[src/rtl/add_multiword_serial.sv]
// add_multiword_serial: word-serial multi-precision adder built around one carry-chained word adder
module add_carry_inout_overflow #(
  parameter int WIDTH = 16
) (
  input  logic [WIDTH-1:0] in0,
  input  logic [WIDTH-1:0] in1,
  input  logic             carry_in,
  output logic [WIDTH-1:0] sum,
  output logic             carry_out,
  output logic             overflow
);
  assign {carry_out, sum} = {1'b0, in0} + {1'b0, in1} + {{WIDTH{1'b0}}, carry_in};
  assign overflow = (in0[WIDTH-1] == in1[WIDTH-1]) && (sum[WIDTH-1] != in0[WIDTH-1]);
endmodule

module add_multiword_serial #(
  parameter int WIDTH     = 16,
  parameter int NUM_WORDS = 4,
  parameter int TOTAL     = WIDTH * NUM_WORDS
) (
  input  logic             clk,
  input  logic             rst_n,
  input  logic             go,
  input  logic [TOTAL-1:0] in0,
  input  logic [TOTAL-1:0] in1,
  input  logic             carry_in,
  output logic [TOTAL-1:0] sum,
  output logic             carry_out,
  output logic             overflow,
  output logic             busy,
  output logic             done
);
  localparam int IW = (NUM_WORDS > 1) ? $clog2(NUM_WORDS) : 1;
  localparam logic [IW-1:0] LAST = IW'(NUM_WORDS - 1);
  // Encoding keeps busy/done as direct state flop bits, so they stay glitch-free.
  typedef enum logic [1:0] {IDLE = 2'b00, BUSY = 2'b01, DONE = 2'b10} state_t;
  state_t state_q, state_d;
  logic [TOTAL-1:0] op0, op1;
  logic [IW-1:0] idx;
  logic carry_q, last;
  logic [WIDTH-1:0] w_in0, w_in1, w_sum;
  logic w_co, w_ov;
  always_ff @(posedge clk or negedge rst_n)
    if (!rst_n) state_q <= IDLE;
    else state_q <= state_d;
  always_comb
    state_d = (state_q == BUSY) ? (last ? DONE : BUSY) : (go ? BUSY : state_q);
  always_comb begin
    busy  = state_q[0];
    done  = state_q[1];
    last  = (idx == LAST);
    w_in0 = op0[int'(idx) * WIDTH +: WIDTH];
    w_in1 = op1[int'(idx) * WIDTH +: WIDTH];
  end
  add_carry_inout_overflow #(.WIDTH(WIDTH)) u_add (
    .in0(w_in0), .in1(w_in1), .carry_in(carry_q),
    .sum(w_sum), .carry_out(w_co), .overflow(w_ov)
  );
  // Index wraps to 0 on the last word so it never leaves 0..NUM_WORDS-1.
  always_ff @(posedge clk or negedge rst_n)
    if (!rst_n) begin
      op0       <= '0;
      op1       <= '0;
      idx       <= '0;
      carry_q   <= 1'b0;
      sum       <= '0;
      carry_out <= 1'b0;
      overflow  <= 1'b0;
    end else if (state_q == BUSY) begin
      sum[int'(idx) * WIDTH +: WIDTH] <= w_sum;
      carry_q <= w_co;
      idx     <= last ? '0 : idx + 1'b1;
      if (last) begin
        carry_out <= w_co;
        overflow  <= w_ov;
      end
    end else if (go) begin
      op0     <= in0;
      op1     <= in1;
      carry_q <= carry_in;
      idx     <= '0;
    end
endmodule

[config.mk]
export PLATFORM = sky130hd
export DESIGN_NAME = add_multiword_serial
export DESIGN_NICKNAME = d
export VERILOG_FILES = /design/src/rtl/add_multiword_serial.sv
export SDC_FILE = /design/constraint.sdc
export NUM_CORES = 1
export LEC_CHECK = 0
export BUFFER_PORTS_ARGS = -buffer_cell sky130_fd_sc_hd__buf_2
export CORE_ASPECT_RATIO = 1.1
export CORE_MARGIN = 2
export CORE_UTILIZATION = 59
export DETAILED_ROUTE_END_ITERATION = 10
export HOLD_SLACK_MARGIN = 0.06
export PLACE_DENSITY = 0.91
export SLEW_MARGIN = 30
export SYNTH_ARGS = -nofsm -noshare
export SYNTH_HDL_FRONTEND = slang
export SYNTH_SLANG_ARGS = --single-unit
[constraint.sdc]
create_clock -name clk -period 5.7 [get_ports clk]
set_input_delay 0 -clock clk [delete_from_list [all_inputs] [get_ports clk]]
set_output_delay 0 -clock clk [all_outputs]
set_load 0.05 [all_outputs]
Word-level counts from Yosys, hierarchy flattened
Index checks and enable logic that the tools add are counted.

Register bits: 199. Latch bits: 0. RAM bits: 0. Memory bits (read-only): 0. Input bits: 132. Logic and storage cells: 34. Memories kept: 0.

$add $sub $neg: 4. Multiply operators: 0. Div/mod/pow operators: 0. $lt $le $gt $ge: 0. Equality and inequality tests: 4. Shift operators: 4. Multiplexer cells: 9. Bitwise logic cells: 1. Reductions and logical operators: 4.

Operator list (number): $shiftx A64 B7 Y16 (2); $bwmux W64 (1); $shift A16 B33 Y64 const A (1); $shiftx A16 B33 Y64 (1); $neg A6 Y33 (1); $add A16 B16 Y17 (1); $add A17 B1 Y17 (1); $mux W2 (6); $reduce_and A2 Y1 (2); $add A2 B1 Y2 const B (1); $eq A2 B1 Y1 const B (1); $eq A2 B2 Y1 const B (1); $mux W1 (2); $reduce_bool A2 Y1 (1); $eq A1 B1 Y1 (1); $logic_and A1 B1 Y1 (1); $ne A1 B1 Y1 (1); $not A1 Y1 (1).

Logic depth before layout (Yosys ltp)
Gate-level depths: netlist of run 1.

Depth in word-level cells: 5. Depth in mapped cells: 12.

Hierarchy
Synthesis of run 1 repeated with hierarchy kept, for this count alone.

Cell total of the unflattened synthesis: 669. Area total of the unflattened synthesis: 9716.8 µm².

By module, submodules not included: add_multiword_serial (times used 1, cells each 563, area an instance 8867.3 µm², sequential area each 4979.8 µm²); add_carry_inout_overflow (times used 1, cells each 106, area an instance 849.6 µm², sequential area each 0.0 µm²).

Worst setup path after synthesis of run 1
OpenSTA, ideal clock, no wires.

Kind: register to register. Start point: register idx[0]. End point: register carry_out. Arrival: 3229 ps. Data required time: 5565 ps. Setup slack: 2336 ps. Cell stages (with the launch flop): 13. Path buffers: 2. Clock period less this slack: 3364 ps. Path through: dfrtp_1 > buf_2 > buf_2 > mux4_2 > fa_1 > inv_1 > fa_1 > nor2b_4 > o31ai_2 > a31o_2 > o21ai_1 > a221oi_1 > a31oi_1.

Longest elaborated chain between the ends: 3. Elaborated cells between the ends (all ways): 6.

Ends and longest elaborated chain: from (decl) (RTL line 39) `logic [IW-1:0] idx;`; from (signal assigned) (RTL line 72) `idx <= last ? '0 : idx + 1'b1;`; $shiftx A64 B7 Y16 (on tied branches) (RTL line 52, 53); $add A16 B16 Y17 (RTL line 12) `assign {carry_out, sum} = {1'b0, in0} + {1'b0, in1} + {{WIDTH{1'b0}}, carry_in};`; $add A17 B1 Y17 (RTL line 12); to (signal assigned) (RTL line 74) `carry_out <= w_co;`; to (decl) (RTL line 28) `output logic carry_out,`.

Parallel ways exist; a longest one is shown, timed or not. A chain may end at the register's enable or synchronous reset.

Worst setup path after layout of run 1
Start point: register idx[1]. End point: register carry_q.

Longest elaborated chain between the ends: 4. Elaborated cells between the ends (all ways): 5.

Ends and longest elaborated chain: $shiftx A64 B7 Y16 (on tied branches) (RTL line 52, 53); $add A16 B16 Y17 * (RTL line 12); $add A17 B1 Y17 * (RTL line 12); $mux W1 * (RTL line 69) `end else if (state_q == BUSY) begin`; to (signal assigned) (RTL line 71) `carry_q <= w_co;`; to (signal assigned) (RTL line 80) `carry_q <= carry_in;`; to (decl) (RTL line 40) `logic carry_q, last;`.

Mark *: on every way between the ends. The rest lies on a longest branch, timed or not.

==> results of run 1 <==
## logic make-up after synthesis
family          Yosys count
compound gates          118
xor+xnor                 12
fa+ha+maj                23
buf+inv                  42
flops                   199
mux                     160
simple gates             89
## registers in the layout, indices dropped and copies added, names as in the netlist
| signal | cells |
|---|---|
| carry_q | 1 |
| state_q | 2 |
| sum | 64 |
| carry_out | 1 |
| op1 | 64 |
| op0 | 64 |
| idx | 2 |
| overflow | 1 |
## cell usage in the layout (no fill, tap or decap), types with 3 or more instances in the layout
master	netlist	routed
buf_2	21	198
dfrtp_1	199	197
dlygate4sd3_1	0	132
mux2_2	128	128
nand2_1	62	61
mux4_2	32	32
o21ai_1	25	25
a22o_1	24	24
ha_1	21	21
o21ai_0	19	19
clkbuf_16	0	17
a21oi_1	10	10
nor2_1	9	9
inv_1	8	8
xnor2_1	6	6
o21ai_2	5	5
bufinv_16	0	5
xor2_1	4	4
nand3_1	4	4
o21a_1	4	4
a21o_1	4	4
nand4_1	3	3
a21oi_2	3	3
a31oi_1	3	3
o31ai_1	3	3
clkinv_2	0	3
clkbuf_8	0	3
buf_4	0	3
## metal layers
layer,wire (um),vias to the layer above,track usage,part of all wire
met5,0,-,0,0
li1,-,3000,-,-
met3,1540,79,0.0578,0.059
met4,1190,0,0.186,0.046
met2,13500,348,0.565,0.52
met1,9750,3509,0.404,0.38
## stage by stage
step | util | worst slack, ns | instances | hold slack [ns]
2_1_floorplan | - | 2.34 | 643 | -0.296
3_3_place_gp | 0.674 | 2.18 | 1008 | 0.00140
3_5_place_dp | 0.675 | 2.07 | 1008 | 0.0000906
4_1_cts | 0.807 | 2.04 | 1172 | 0.104
5_1_grt | 0.808 | 1.80 | 1174 | 0.134
6_report | 0.808 | 2.02 | 1174 | 0.0895
## worst register-to-register path, cell delays in order, from the launching register on
cell and delay (ns):
dfrtp_2 0.96, mux4_2 0.47, fa_1 0.47, inv_1 0.10, fa_1 0.25, nor2b_4 0.06, o31ai_2 0.33, a31o_2 0.29
o21ai_1 0.07, a221oi_1 0.38, a21oi_1 0.13
## how the worst max path moves through the flow
stage / end / from / slack (ns) / cells past startpoint
after global placement: sum[62]$_DFFE_PN0P_ / idx[0]$_DFFE_PN0P_ / 2.18 / 9
after detailed placement: carry_out$_DFFE_PN0P_ / idx[1]$_DFFE_PN0P_ / 2.07 / 10
after floorplan: carry_out$_DFFE_PN0P_ / idx[0]$_DFFE_PN0P_ / 2.34 / 12
after CTS: sum[60]$_DFFE_PN0P_ / idx[1]$_DFFE_PN0P_ / 2.04 / 10
final: carry_q$_DFFE_PN0P_ / idx[1]$_DFFE_PN0P_ / 2.02 / 10
after global routing: sum[46]$_DFFE_PN0P_ / idx[0]$_DFFE_PN0P_ / 1.80 / 9
## layout make-up
cell class	count	area [um^2]	share of cell area
Timing Repair Buffer	335	2360	0.195
Multi-Input combinational cell	402	3840	0.317
Inverter	8	30.0	0.00248
Clock inverter	12	198	0.0163
Sequential cell	199	4980	0.411
Antenna cell	2	5.00	0.000413
Clock buffer	20	457	0.0377
Tap cell	196	245	0.0202
==> flow_summary.ini, run 1 <==
[status]
status = finished clean

[clocking]
cts_setup_buffers = 0
cts_tree = done
postCtsHoldBufs = 132
clock_latency_ns = 0.44
htreeDepth = 4
post_cts_resized = 0
numCtsBuffers = 17
clockBufferDepth = 2
clk_pin_slew_worst_paths_ns = 0.07
cts-root-buf = clkbuf_16
cts_num_sinks = 199

[critical_path]
crit_arrival_ns = 3.96
crit_type = flop to flop
reg2regPathDepth = 10
slowest_delay_ns = 0.96
reg2reg_slack_ns = 2.02
critPathSlowestCell = dfrtp_2
worstSetupEndpointType = flop
path_common_cell = fa_1
worstPathRequired_ns = 5.98
critical-path-top-delay-family = compound AO/OA/AOI/OAI gates
cp_max_fo = 36
cp_cell_sequence = mux4_2 -> fa_1 -> inv_1 -> fa_1 -> nor2b_4 -> o31ai_2 -> a31o_2 -> o21ai_1 -> a221oi_1 -> a21oi_1
start_kind = flop
worst_r2r_endpoint = carry_q$_DFFE_PN0P_
cp_num_buf_inv = 1
reg2reg_from = idx[1]$_DFFE_PN0P_

[global_route]
antenna_found_initial = 2
overflow = 0
grt_pass1_wl_um = 39900
grt_max_degree = 86
track_usage = 0.333
grt_pass1_vias = 7246

[floorplan]
die_area_um2 = 16200
chipWidth_um = 122
pin_count = 200
rows = 47
initial_core_util = 0.599
core-area_um2 = 15000
dieHeight_um = 133

[drt]
drtIter0Drc = 380
via_count = 6936
first_pass_iters = 5
wl_um = 26000
wl_per_cell_um = 22.1
ant_nets = 0
remaining_drc_errors = 0
viasPerCell = 5.91

[synthesis]
synth_adder_area_share = 0.0337
synth_edf_count = 0
ys.flop_type = dfrtp_1
yosys.area.top_type = dfrtp_1
synthSimpleGateAreaFrac = 0.0428
synth-compound-area-share = 0.0941
yosysMostFrequentCell = dfrtp_1
synth_seq_cells = 199
yosys_warnings = 0
netlist_area_um2 = 8980
syn_nets = 798
syn-instance-count = 643
muxShareOfSynthArea = 0.241
async_reset_ff_frac = 1.00
synth_cell_type_count = 51
yosysSeqAreaShare = 0.555
synth_top_family_by_area = multiplexers
synthTopCellsByCount = dfrtp_1, mux2_2, nand2_1, mux4_2, o21ai_1
synth_xor_area_frac = 0.0134
synth_top_area_share = 0.555
synth.area.top_cells = dfrtp_1, mux2_2, mux4_2, ha_1, nand2_1
avgSynthCellArea_um2 = 14.0

[layout]
postLayoutCellArea_um2 = 12100
nets = 1118
fillCellCount = 832
drive_gt1_frac = 0.428
syn2layout_area_growth_pct = 34.9

[flow_run]
cap_violations = 0

[sta]
period_minus_slack_ns = 3.68
setup_violations = 0
fmax_mhz = 272
fin_skew_ns = 0.00866
slew_viol_final = 0
fin_tns_setup_ns = 0
rsz0062_at_grt = no
tightest_slew_ns = 0.927
fin_crit_sh = 0.646
maxSlewHeadroom = 0.382
hold_viol = 0

[placed_design]
dp_hpwl_um = 14800
place_area_um2 = 10100
port_buffers = 199
place_congestion = 0.923

[worst_hold_path]
hold_path.class = input pin to asynchronous set/reset pin
Power of run 1 is left out: the tool's default activity adds up to more than one toggle a clock period on the data nets, which glitch-free logic cannot reach.
==> run 2, diff against run 1 <==
--- a/config.mk
+++ b/config.mk
@@ -8,10 +8,10 @@
 export BUFFER_PORTS_ARGS = -buffer_cell sky130_fd_sc_hd__buf_2
 export CORE_ASPECT_RATIO = 1.1
 export CORE_MARGIN = 2
-export CORE_UTILIZATION = 59
+export CORE_UTILIZATION = 54
 export DETAILED_ROUTE_END_ITERATION = 10
 export HOLD_SLACK_MARGIN = 0.06
-export PLACE_DENSITY = 0.91
+export PLACE_DENSITY = 0.85
 export SLEW_MARGIN = 30
 export SYNTH_ARGS = -nofsm -noshare
 export SYNTH_HDL_FRONTEND = slang
==> constraint.sdc (replaced) <==
create_clock -name clk -period 3.8 [get_ports clk]
set_input_delay 0 -clock clk [delete_from_list [all_inputs] [get_ports clk]]
set_output_delay 0 -clock clk [all_outputs]
set_load 0.05 [all_outputs]
==> run 2 against run 1 <==
Wire length decreased by 3.5%. Register-to-register slack got worse by 1.6 ns. Cell count increased by 1.0%. Utilization decreased by 6.3 points. Highest routed layer unchanged.
==> flow_summary.ini, run 2 (synthesis gave the netlist of run 1 again) <==
[status]
status = finished clean

[floorplan]
die_area_um2 = 17700
pin_count = 200
core-area_um2 = 16300
initial_core_util = 0.550
rows = 49
dieHeight_um = 139
chipWidth_um = 127

[drt]
wl_per_cell_um = 21.1
highest_layer = met4
first_pass_iters = 4
wl_met2_um = 13100
remaining_drc_errors = 0
drtIter0Drc = 356
wl_met3_um = 1460
viasPerCell = 5.69
via_count = 6748
ant_nets = 0
wl_met1_um = 9620
wl_um = 25000

[placed_design]
dp_hpwl_um = 15100
place_area_um2 = 10200
place_ws_ns = 0.468
port_buffers = 199
place_congestion = 0.860

[sta]
slew_viol_final = 0
hold_ws_ns = 0.326
fmax_mhz = 295
worst_slack_ns = 0.405
fin_tns_setup_ns = 0
rsz0062_at_grt = no
fin_skew_ns = 0.0108
setup_violations = 0
tightest_slew_ns = 0.792
maxSlewHeadroom = 0.471
period_minus_slack_ns = 3.39
fin_crit_sh = 0.893
hold_viol = 0

[global_route]
grt_max_degree = 120
antenna_found_initial = 0
grt_pass1_wl_um = 39200
overflow = 0
track_usage = 0.291
grt_pass1_vias = 7254

[clocking]
clockBufferDepth = 2
cts-root-buf = clkbuf_16
clock_latency_ns = 0.44
cts_tree = done
numCtsBuffers = 17
clk_pin_slew_worst_paths_ns = 0.07
cts_num_sinks = 199
htreeDepth = 4

[critical_path]
cp_cell_sequence = mux4_2 -> fa_1 -> inv_1 -> fa_1 -> nor2b_4 -> o31ai_2 -> a31o_2 -> o21ai_1 -> a221oi_1 -> a31oi_1
crit_arrival_ns = 3.67
cp_max_fo = 14
start_kind = flop
crit_type = flop to flop
worstSetupEndpointType = flop
slowest_delay_ns = 0.59
path_common_cell = fa_1
critPathSlowestCell = mux4_2
worstPathRequired_ns = 4.08

[layout]
drive_gt1_frac = 0.431
nets = 1124
syn2layout_area_growth_pct = 35.2
mostFrequentLayoutCell = buf_2
reg.largest.list = op0 (64), op1 (64), sum (64)
postLayoutCellArea_um2 = 12100
mostFrequentLayoutCells = buf_2, dfrtp_1, dlygate4sd3_1, mux2_2, nand2_1
n_antenna_cell = 0

[worst_hold_path]
hold_path.class = input pin to flop

[flow_run]
cap_violations = 0
-- run 2: cell count changes in the layout (fill, tap and decap cells not counted), sizes merged --
cell,delta
clkbuf,-1
bufinv,-3
diode,-2
inv,+5
clkinv,-2
buf,+7
-- run 2: final cells by class --
cell class	count	area [um^2]
clock buffers	20	447
repair buffers	341	2460
inverters	8	30.0
flip-flops and latches	199	4980
well taps	204	255
clock inverters	12	140
multi-input cells	402	3830
fillers	1005	4170
-- run 2: per-layer routing --
layer,global-route usage,vias up
li1,-,3015
met1,0.354,3364
met2,0.497,295
met3,0.0673,74
met4,0.127,0
met5,0,-
-- run 2: path summary, 6_finish.rpt --
check	from	to	slack, ns	depth (start not counted)
max	idx[0]$_DFFE_PN0P_	carry_out$_DFFE_PN0P_	0.41	10
min	in1[13]	op1[13]$_DFFE_PN0P_	0.33	3
max reg2reg	idx[0]$_DFFE_PN0P_	carry_out$_DFFE_PN0P_	0.41	10
min reg2reg	overflow$_DFFE_PN0P_	overflow$_DFFE_PN0P_	0.47	2
max in group asynchronous	rst_n	op1[27]$_DFFE_PN0P_	2.12	5
min in group asynchronous	rst_n	sum[48]$_DFFE_PN0P_	0.57	3
-- run 2: worst max-delay path, delay by kind of cell, from the launching register on --
kind / cells / cell delay (ns)
AO/OA/AOI/OAI: 5 / 1.21
adder cells (fa/ha/maj): 2 / 0.71
buffers and inverters: 1 / 0.09
flip-flops: 1 / 0.58
multiplexers: 1 / 0.59
AND/OR/NAND/NOR: 1 / 0.06
-- run 2: timing repair --
action	CTS	global route
endpoints found under the setup margin	0	0
resized for setup	0	0
buffers inserted	0	0
hold buffers	131	1
hold endpoints to repair	250	35
-- run 2: stage by stage --
stage                     instances   util
after global routing           1186  0.745
after CTS                      1184  0.742
after floorplan                 643      -
after global placement         1021  0.625
final                          1186  0.745
after detailed placement       1021  0.625
Power of run 2 is left out for the same reason.
==> run 3, diff against run 2 <==
--- a/config.mk
+++ b/config.mk
@@ -12,6 +12,7 @@
 export DETAILED_ROUTE_END_ITERATION = 10
 export HOLD_SLACK_MARGIN = 0.06
 export PLACE_DENSITY = 0.85
+export REMOVE_ABC_BUFFERS = 1
 export SLEW_MARGIN = 30
 export SYNTH_ARGS = -nofsm -noshare
 export SYNTH_HDL_FRONTEND = slang
==> run 3 against run 2 <==
Wire length down 3.0%. Critical path depth unchanged. Design area down 0.16%. Utilization down 0.12 points. Critical path type unchanged.
==> flow_summary.ini, run 3 (synthesis gave the netlist of run 1 again) <==
[floorplan]
rows = 49
initial_core_util = 0.550
dieHeight_um = 139
pin_count = 200
chipWidth_um = 127
die_area_um2 = 17700
core-area_um2 = 16300

[clocking]
cts-root-buf = clkbuf_16
numCtsBuffers = 17
clockBufferDepth = 2
clock_latency_ns = 0.45
cts_num_sinks = 199
cts_setup_buffers = 0
postCtsHoldBufs = 131
cts_tree = done
htreeDepth = 4
clk_pin_slew_worst_paths_ns = 0.08
post_cts_resized = 0

[layout]
postLayoutCellArea_um2 = 12100
reg.largest.list = op0 (64), op1 (64), sum (64)
drive_gt1_frac = 0.432
mostFrequentLayoutCells = buf_2, dfrtp_1, dlygate4sd3_1, mux2_2, nand2_1
nets = 1122
mostFrequentLayoutCell = buf_2
syn2layout_area_growth_pct = 35.0

[placed_design]
place_congestion = 0.854
place_area_um2 = 10200
dp_hpwl_um = 14900
port_buffers = 199

[global_route]
overflow = 0
track_usage = 0.283
grt_pass1_vias = 7293
grt_pass1_wl_um = 38300
grt_max_degree = 89
antenna_found_initial = 1

[status]
status = finished clean

[drt]
viasPerCell = 5.74
via_count = 6800
wl_um = 24300
remaining_drc_errors = 0
ant_nets = 0
wl_per_cell_um = 20.5
drtIter0Drc = 453
first_pass_iters = 5

[sta]
fin_crit_sh = 0.914
rsz0062_at_grt = no
period_minus_slack_ns = 3.47
maxSlewHeadroom = 0.383
hold_ws_ns = 0.0880
slew_viol_final = 0
setup_violations = 0
fin_tns_setup_ns = 0
fin_skew_ns = 0.0168
hold_viol = 0
fmax_mhz = 288
tightest_slew_ns = 0.924

[critical_path]
reg2reg_from = idx[0]$_DFFE_PN0P_
worstSetupEndpointType = flop
start_kind = flop
crit_arrival_ns = 3.76
cp_max_fo = 14
crit_type = flop to flop
reg2reg_slack_ns = 0.33
worst_r2r_endpoint = carry_out$_DFFE_PN0P_
reg2regPathDepth = 10
worstPathRequired_ns = 4.08

[worst_hold_path]
hold_path.class = input pin to asynchronous set/reset pin

[flow_run]
cap_violations = 0
run 3: changes by cell type in the layout (fill, tap and decap cells not counted), moves of 2 or more:
cell,before,now
inv_8,1,3
clkbuf_1,2,0
inv_6,5,3
clkbuf_8,1,3
clkinv_4,0,3
run 3: layout make-up:
class / count / area [um^2]
flip-flops and latches: 199 / 4980
fillers: 1015 / 4190
multi-input cells: 402 / 3820
clock buffers: 19 / 453
inverters: 8 / 30.0
diodes: 1 / 2.50
clock inverters: 13 / 136
repair buffers: 339 / 2440
well taps: 204 / 255
run 3: how the worst max path moves through the flow:
stage | from | to | slack, ns
floorplan | state_q[0]$_DFFE_PN0P_ | op0[0]$_DFFE_PN0P_ | -0.35
global placement | idx[0]$_DFFE_PN0P_ | carry_out$_DFFE_PN0P_ | 0.49
detailed placement | idx[0]$_DFFE_PN0P_ | carry_out$_DFFE_PN0P_ | 0.38
CTS | idx[0]$_DFFE_PN0P_ | carry_out$_DFFE_PN0P_ | 0.36
global route | idx[0]$_DFFE_PN0P_ | carry_q$_DFFE_PN0P_ | 0.1
finish | idx[0]$_DFFE_PN0P_ | carry_out$_DFFE_PN0P_ | 0.33
run 3: metrics by stage:
step           std cells  worst slack (ns)   util
2_1_floorplan        609            -0.354      -
3_3_place_gp        1020             0.489  0.625
3_5_place_dp        1021             0.377  0.627
4_1_cts             1184             0.361  0.743
5_1_grt             1185            0.0959  0.743
6_report            1185             0.326  0.743
run 3: worst max-delay path: stages, from the launching register on:
cell	delay [ns]
dfrtp_2	0.64
mux4_2	0.59
fa_1	0.47
inv_1	0.10
fa_1	0.26
nor2b_4	0.06
o31ai_2	0.31
a31o_2	0.26
o21ai_1	0.07
a221oi_1	0.42
a31oi_1	0.14
run 3: metal layers:
layer  part of all wire  global-route usage
met5                  0                   0
met4              0.041               0.125
met3              0.054              0.0561
met2               0.52               0.490
met1               0.38               0.345
Power of run 3 is left out for the same reason.
